==> src/rtl/drive_sequencer.sv <==
// -----------------------------------------------------------------------------
// drive_sequencer
//   Top-level drive controller for the line-following car. It sequences the car
//   through idle, line follow, obstacle hold and lost-line search, and produces
//   the registered dir/speed pair for the Motor block.
//   - An obstacle stops the car at once. Restart needs a sustained run of clear
//     sonar samples, which gives hysteresis.
//   - Speed soft-starts by ramping between the motor deadband floor and the
//     switch-selected target. The ramp also works downward.
//
// Ports
//   clk       in   1  system clock (100 MHz)
//   rst       in   1  synchronous reset, active low
//   en        in   1  run enable; 0 forces IDLE
//   sw_speed  in   2  target select: [1] -> 870, else [0] -> 840, else 780
//   track_l   in   1  left IR sensor, 0 = on line
//   track_c   in   1  centre IR sensor, 0 = on line
//   track_r   in   1  right IR sensor, 0 = on line
//   distance  in   8  sonar distance in cm
//   dir       out  2  0=BACKWARD 1=LEFT 2=RIGHT 3=FORWARD
//   speed     out 10  PWM duty, 0..1023
//   state_o   out  2  current state (debug/LED)
//
// State table
//   state      | meaning
//   IDLE    (0)| stopped, waiting for enable; dir FORWARD, speed 0
//   FOLLOW  (1)| following the line; dir tracks steer, speed ramps to target
//   BLOCKED (2)| obstacle hold; speed 0, dir keeps last steer
//   LOST    (3)| all sensors white; creep at MIN_SPEED on the frozen last turn
// -----------------------------------------------------------------------------
module drive_sequencer #(
    parameter int unsigned RAMP_DIV   = 100_000,
    parameter logic [9:0]  RAMP_STEP  = 10'd10,
    parameter logic [9:0]  MIN_SPEED  = 10'd600,
    parameter logic [7:0]  STOP_DIST  = 8'd24,
    parameter logic [7:0]  CLEAR_DIST = 8'd30,
    parameter int unsigned CLEAR_CYC  = 50_000_000,
    parameter int unsigned LOST_CYC   = 20_000_000
) (
    input  logic       clk,
    input  logic       rst,
    input  logic       en,
    input  logic [1:0] sw_speed,
    input  logic       track_l,
    input  logic       track_c,
    input  logic       track_r,
    input  logic [7:0] distance,
    output logic [1:0] dir,
    output logic [9:0] speed,
    output logic [1:0] state_o
);

    typedef enum logic [1:0] {
        ST_IDLE    = 2'd0,
        ST_FOLLOW  = 2'd1,
        ST_BLOCKED = 2'd2,
        ST_LOST    = 2'd3
    } state_t;

    localparam logic [1:0] DIR_LEFT  = 2'd1;
    localparam logic [1:0] DIR_RIGHT = 2'd2;
    localparam logic [1:0] DIR_FWD   = 2'd3;

    localparam logic [9:0] TGT_HI  = 10'd870;
    localparam logic [9:0] TGT_MID = 10'd840;
    localparam logic [9:0] TGT_LO  = 10'd780;

    // The +1 keeps every counter at least one bit wide, even for a limit of 1.
    localparam int RAMP_W  = $clog2(RAMP_DIV + 1);
    localparam int CLEAR_W = $clog2(CLEAR_CYC + 1);
    localparam int LOST_W  = $clog2(LOST_CYC + 1);

    localparam logic [RAMP_W-1:0]  RAMP_LAST  = RAMP_W'(RAMP_DIV - 1);
    localparam logic [CLEAR_W-1:0] CLEAR_LAST = CLEAR_W'(CLEAR_CYC - 1);
    localparam logic [LOST_W-1:0]  LOST_LAST  = LOST_W'(LOST_CYC - 1);
    localparam logic [RAMP_W-1:0]  RAMP_ONE   = RAMP_W'(1);
    localparam logic [CLEAR_W-1:0] CLEAR_ONE  = CLEAR_W'(1);
    localparam logic [LOST_W-1:0]  LOST_ONE   = LOST_W'(1);

    state_t             state_q;
    logic [1:0]         steer_q;
    logic [1:0]         dir_q;
    logic [9:0]         speed_q;
    logic [RAMP_W-1:0]  ramp_cnt_q;
    logic [CLEAR_W-1:0] clear_cnt_q;
    logic [LOST_W-1:0]  lost_cnt_q;

    logic [1:0]  steer_d;
    logic [9:0]  target;
    logic [9:0]  speed_ramp;
    logic [10:0] sum_up;
    logic [10:0] diff_dn;
    logic        obstacle;
    logic        clear_smp;
    logic        all_white;

    assign obstacle  = (distance <= STOP_DIST);
    assign clear_smp = (distance >= CLEAR_DIST);
    assign all_white = track_l & track_c & track_r;

    always_comb begin
        if (sw_speed[1]) begin
            target = TGT_HI;
        end else if (sw_speed[0]) begin
            target = TGT_MID;
        end else begin
            target = TGT_LO;
        end
    end

    // Steering: each heading has its own priority order for which sensor it
    // reacts to first.
    always_comb begin
        steer_d = steer_q;
        case (steer_q)
            DIR_LEFT: begin
                if (!track_c) begin
                    steer_d = DIR_FWD;
                end else if (!track_r) begin
                    steer_d = DIR_RIGHT;
                end
            end
            DIR_RIGHT: begin
                if (!track_c) begin
                    steer_d = DIR_FWD;
                end else if (!track_l) begin
                    steer_d = DIR_LEFT;
                end
            end
            default: begin
                if (!track_l) begin
                    steer_d = DIR_LEFT;
                end else if (!track_r) begin
                    steer_d = DIR_RIGHT;
                end
            end
        endcase
    end

    // One ramp step toward the target. The sums are 11 bits wide so that a
    // step can neither wrap past 1023 nor go below 0. The result is clamped
    // to the target so the speed never overshoots it.
    always_comb begin
        sum_up     = {1'b0, speed_q} + {1'b0, RAMP_STEP};
        diff_dn    = {1'b0, speed_q} - {1'b0, RAMP_STEP};
        speed_ramp = speed_q;
        if (speed_q < target) begin
            speed_ramp = (sum_up >= {1'b0, target}) ? target : sum_up[9:0];
        end else if (speed_q > target) begin
            speed_ramp = (diff_dn[10] || (diff_dn[9:0] <= target)) ? target : diff_dn[9:0];
        end
    end

    always_ff @(posedge clk) begin
        if (!rst || !en) begin
            state_q     <= ST_IDLE;
            steer_q     <= DIR_FWD;
            dir_q       <= DIR_FWD;
            speed_q     <= 10'd0;
            ramp_cnt_q  <= '0;
            clear_cnt_q <= '0;
            lost_cnt_q  <= '0;
        end else begin
            case (state_q)
                ST_IDLE: begin
                    state_q    <= ST_FOLLOW;
                    speed_q    <= MIN_SPEED;
                    dir_q      <= steer_q;
                    ramp_cnt_q <= '0;
                    lost_cnt_q <= '0;
                end
                ST_FOLLOW: begin
                    if (obstacle) begin
                        state_q     <= ST_BLOCKED;
                        speed_q     <= 10'd0;
                        ramp_cnt_q  <= '0;
                        lost_cnt_q  <= '0;
                        clear_cnt_q <= '0;
                    end else if (all_white && (lost_cnt_q == LOST_LAST)) begin
                        state_q    <= ST_LOST;
                        speed_q    <= MIN_SPEED;
                        dir_q      <= steer_q;
                        ramp_cnt_q <= '0;
                        lost_cnt_q <= '0;
                    end else begin
                        steer_q    <= steer_d;
                        dir_q      <= steer_d;
                        lost_cnt_q <= all_white ? (lost_cnt_q + LOST_ONE) : '0;
                        if (ramp_cnt_q == RAMP_LAST) begin
                            ramp_cnt_q <= '0;
                            speed_q    <= speed_ramp;
                        end else begin
                            ramp_cnt_q <= ramp_cnt_q + RAMP_ONE;
                        end
                    end
                end
                ST_BLOCKED: begin
                    // Any sample short of CLEAR_DIST restarts the clearance run,
                    // including the band between the stop and clear thresholds.
                    if (!clear_smp) begin
                        clear_cnt_q <= '0;
                    end else if (clear_cnt_q == CLEAR_LAST) begin
                        state_q     <= ST_FOLLOW;
                        speed_q     <= MIN_SPEED;
                        dir_q       <= steer_q;
                        clear_cnt_q <= '0;
                        ramp_cnt_q  <= '0;
                        lost_cnt_q  <= '0;
                    end else begin
                        clear_cnt_q <= clear_cnt_q + CLEAR_ONE;
                    end
                end
                ST_LOST: begin
                    if (obstacle) begin
                        state_q     <= ST_BLOCKED;
                        speed_q     <= 10'd0;
                        clear_cnt_q <= '0;
                    end else if (!all_white) begin
                        // Line reacquired: steering resumes on the same edge
                        // that leaves LOST.
                        state_q    <= ST_FOLLOW;
                        steer_q    <= steer_d;
                        dir_q      <= steer_d;
                        ramp_cnt_q <= '0;
                        lost_cnt_q <= '0;
                    end
                end
                default: begin
                    state_q <= ST_IDLE;
                end
            endcase
        end
    end

    assign dir     = dir_q;
    assign speed   = speed_q;
    assign state_o = state_q;

endmodule

==> config.mk <==
export PLATFORM = sky130hd
export DESIGN_NAME = drive_sequencer
export DESIGN_NICKNAME = d
export VERILOG_FILES = /design/src/rtl/drive_sequencer.sv
export SDC_FILE = /design/constraint.sdc
export NUM_CORES = 1
export LEC_CHECK = 0
export CORE_MARGIN = 3
export CORE_UTILIZATION = 45
export DETAILED_ROUTE_END_ITERATION = 8
export DONT_BUFFER_PORTS = 1
export GPL_TIMING_DRIVEN = 0
export PLACE_DENSITY_LB_ADDON = 0.15
export SKIP_CTS_REPAIR_TIMING = 1
export SLEW_MARGIN = 20
export SYNTH_ARGS = -nofsm -noshare
export SYNTH_HDL_FRONTEND = slang
export SYNTH_SLANG_ARGS = --single-unit
==> constraint.sdc <==
create_clock -name clk -period 4.15 [get_ports clk]
set_input_delay 0.415 -clock clk [delete_from_list [all_inputs] [get_ports clk]]
set_output_delay 0.415 -clock clk [all_outputs]
set_load 0.05 [all_outputs]
==> results.sh <==
export IMPL_crit_type="reg2reg"
export IMPL_ant_nets=0
export IMPL_final_cell_mix="91 x nor2_1, 81 x dfxtp_1, 66 x nand2_1"
export IMPL_antenna_cells=0
export IMPL_worstPathRequired_ps=4380
export IMPL_setup_worst_path_end="speed[3]"
export IMPL_ys_async_sr_fraction=0
export IMPL_first_pass_iters=5
export IMPL_power_density_mw_per_mm2=287.3
export IMPL_ir_drop_mv=0.2286
export IMPL_row_count=37
export IMPL_synth_flop_cell="dfxtp_1"
export IMPL_synth_area_leaders="dfxtp_1 34%, nor2_1 7.0%, ha_1 5.4%"
export IMPL_synthAdderAreaFrac=0.05368
export IMPL_final_area_sq_mm=0.005246
export IMPL_fmax_ghz=0.2601
export IMPL_hold_viol_final=0
export IMPL_synth_seq_cells=83
export IMPL_yosysSeqAreaShare=0.3395
export IMPL_r2r_end="speed[3]"
export IMPL_num_vias=4569
export IMPL_cts_buffer_depth=2
export IMPL_initial_utilization=0.4678
export IMPL_status="completed"
export IMPL_drcViolationCount=0
export IMPL_clkTransAtPathRegs_ps=80
export IMPL_routed_wl_mm=12.26
export IMPL_period_share=0.9264
export IMPL_grt_usage=0.2140
export IMPL_die_area_sq_mm=0.01217
export IMPL_synth_top_cell_area_share=0.3395
export IMPL_antenna_found_initial=0
export IMPL_leakagePower_nw=1.837
export IMPL_slew_viol_final=0
export IMPL_synthSimpleGateAreaFrac=0.3093
export IMPL_r2r_cells=13
export IMPL_synth_largest_area_cell="dfxtp_1"
export IMPL_drive_gt1_frac=0.05547
export IMPL_cp_max_fo=10
export IMPL_rr_startpoint="speed[3]"
export IMPL_muxShareOfSynthArea=0.008180
export IMPL_first_global_vias=4305
export IMPL_hold_class="in2reg"
export IMPL_maxCapViolCount=0
export IMPL_dpl_cell_area_sq_mm=0.005065
export IMPL_skew_ps=11.67
export IMPL_ys_types=58
export IMPL_portBuffers=0
export IMPL_setup_violations=0
export IMPL_wl_per_cell_microns=15.61
export IMPL_crit_path_start="speed[3]"
export IMPL_fin_crit_ps=3844
export IMPL_r2r_slack_ps=310
export IMPL_grt_max_degree=13
export IMPL_routabilityCongestion=0.8857
export IMPL_relSlewSlack=0.3508
export IMPL_cts_inserted_buffers=9
export IMPL_area_growth_pct=7.183
export IMPL_htreeDepth=3
export IMPL_io_pins=30
export IMPL_synth_top_family_by_area="simple AND/OR/NAND/NOR gates"
export IMPL_ys_warnings_count=0
export IMPL_clock_sinks=83
export IMPL_synth_xor_xnor_area_share=0.08052
export IMPL_utilization=0.5014
export IMPL_startpoint_type="flop"
export IMPL_nets=684
export IMPL_synth_edf_count=0
export IMPL_root_buffer="clkbuf_8"
export IMPL_rsz0062_at_grt="false"
export IMPL_cp_arrival_ps=4080
export IMPL_grt_pass1_wl_mm=20.58
export IMPL_fp_dieH_microns=110.3
export IMPL_syn_cell_area_sq_mm=0.004895
export IMPL_cts_tree="built"
export IMPL_synth_compound_area_frac=0.1738
export IMPL_final_common_cell="nor2_1"
export IMPL_core_sq_mm=0.01046
export IMPL_end_kind="flop"
export IMPL_drt_iter0_drc=413
export IMPL_synth_area_per_cell_sq_um=7.696
export IMPL_vias_per_cell=5.820
export IMPL_grt_overflow_total=0
export IMPL_synthCells=636
export IMPL_worst_pin_slew_ps=961.7
export IMPL_die_w_microns=110.3
export IMPL_finalPower_mw=1.507
export IMPL_place_hpwl_mm=9.083
export IMPL_clk_insertion_delay_late_ps=380
export IMPL_syn_num_nets=673
## flip-flops by register name, summed over array words and instances, names as in the netlist
name and count:
clear_cnt_q 26, lost_cnt_q 25, ramp_cnt_q 17, speed 9, dir 2, state_o 2, steer_q 2
## layer usage
layer | up-vias | GRT usage | share of wire
li1 | 2316 | - | -
met5 | - | 0 | 0
met4 | 0 | 0.06332 | 0.012
met2 | 90 | 0.3380 | 0.45
met1 | 2146 | 0.2872 | 0.49
met3 | 17 | 0.05649 | 0.048
## synth_stat cells, drive strengths merged (6+ instances only)
master,count
clkbuf,13
and2,10
ha,21
inv,15
or3,7
nor3,18
and3,19
nand2,66
nor2,91
o21ai,44
nand4,22
a211oi,8
nor2b,8
xnor2,15
a31oi,9
xor2,30
o211ai,6
nand3,36
buf,11
dfxtp,83
a21oi,36
## power breakdown
part	total [mW]	internal [mW]	switching [mW]	leakage, nW
sequential	0.825	0.801	0.0234	0.671
clock	0.560	0.267	0.293	0.0841
combinational	0.122	0.0417	0.0808	1.08
total	1.51	1.11	0.397	1.84
## worst max-delay path, cell delays in order, from the launching register on
cell and delay, ps:
dfxtp_1 680, buf_2 350, inv_1 80, o21ai_0 130, and3_1 210, xor2_1 200
ha_1 280, nand3_1 70, nor3_1 60, o41ai_2 470, nand2_1 310, and3_1 270
a2111oi_0 430, a211oi_1 180
## worst min-delay path by stage
stage | startpoint | end | cells past startpoint
2_1_floorplan | lost_cnt_q[7] | lost_cnt_q[7] | 2
3_3_place_gp | clear_cnt_q[23] | clear_cnt_q[23] | 2
3_5_place_dp | clear_cnt_q[1] | clear_cnt_q[1] | 2
4_1_cts | sw_speed[1] | speed[1] | 2
5_1_grt | sw_speed[1] | speed[1] | 2
6_report | sw_speed[1] | speed[1] | 2
## layout make-up
type,instances,area [sq um]
Clock inverter,3,42.54
Fill cell,1065,5216
Inverter,15,56.30
Tap cell,136,170.2
Clock buffer,10,127.6
Buffer,24,112.6
Multi-Input combinational cell,514,3073
Sequential cell,83,1664
## cell families after synthesis
| kind of cell | after synthesis |
|---|---|
| AO/OA/AOI/OAI | 136 |
| XOR/XNOR | 45 |
| adder cells (fa/ha/maj) | 21 |
| buffers and inverters | 39 |
| flip-flops | 83 |
| multiplexers | 4 |
| other | 1 |
| AND/OR/NAND/NOR | 307 |
## stage by stage
step	TNS (ps)	cells	worst slack (ps)	hold WS (ps)
global route	0	785	20.04	267.2
floorplan	0	636	668.0	449.2
finish	0	785	305.6	242.9
CTS	-130.7	785	-130.7	235.1
global placement	0	772	58.91	462.6
detailed placement	-120.0	772	-120.0	473.5
No activity file was read; power rests on OpenSTA's default activity.
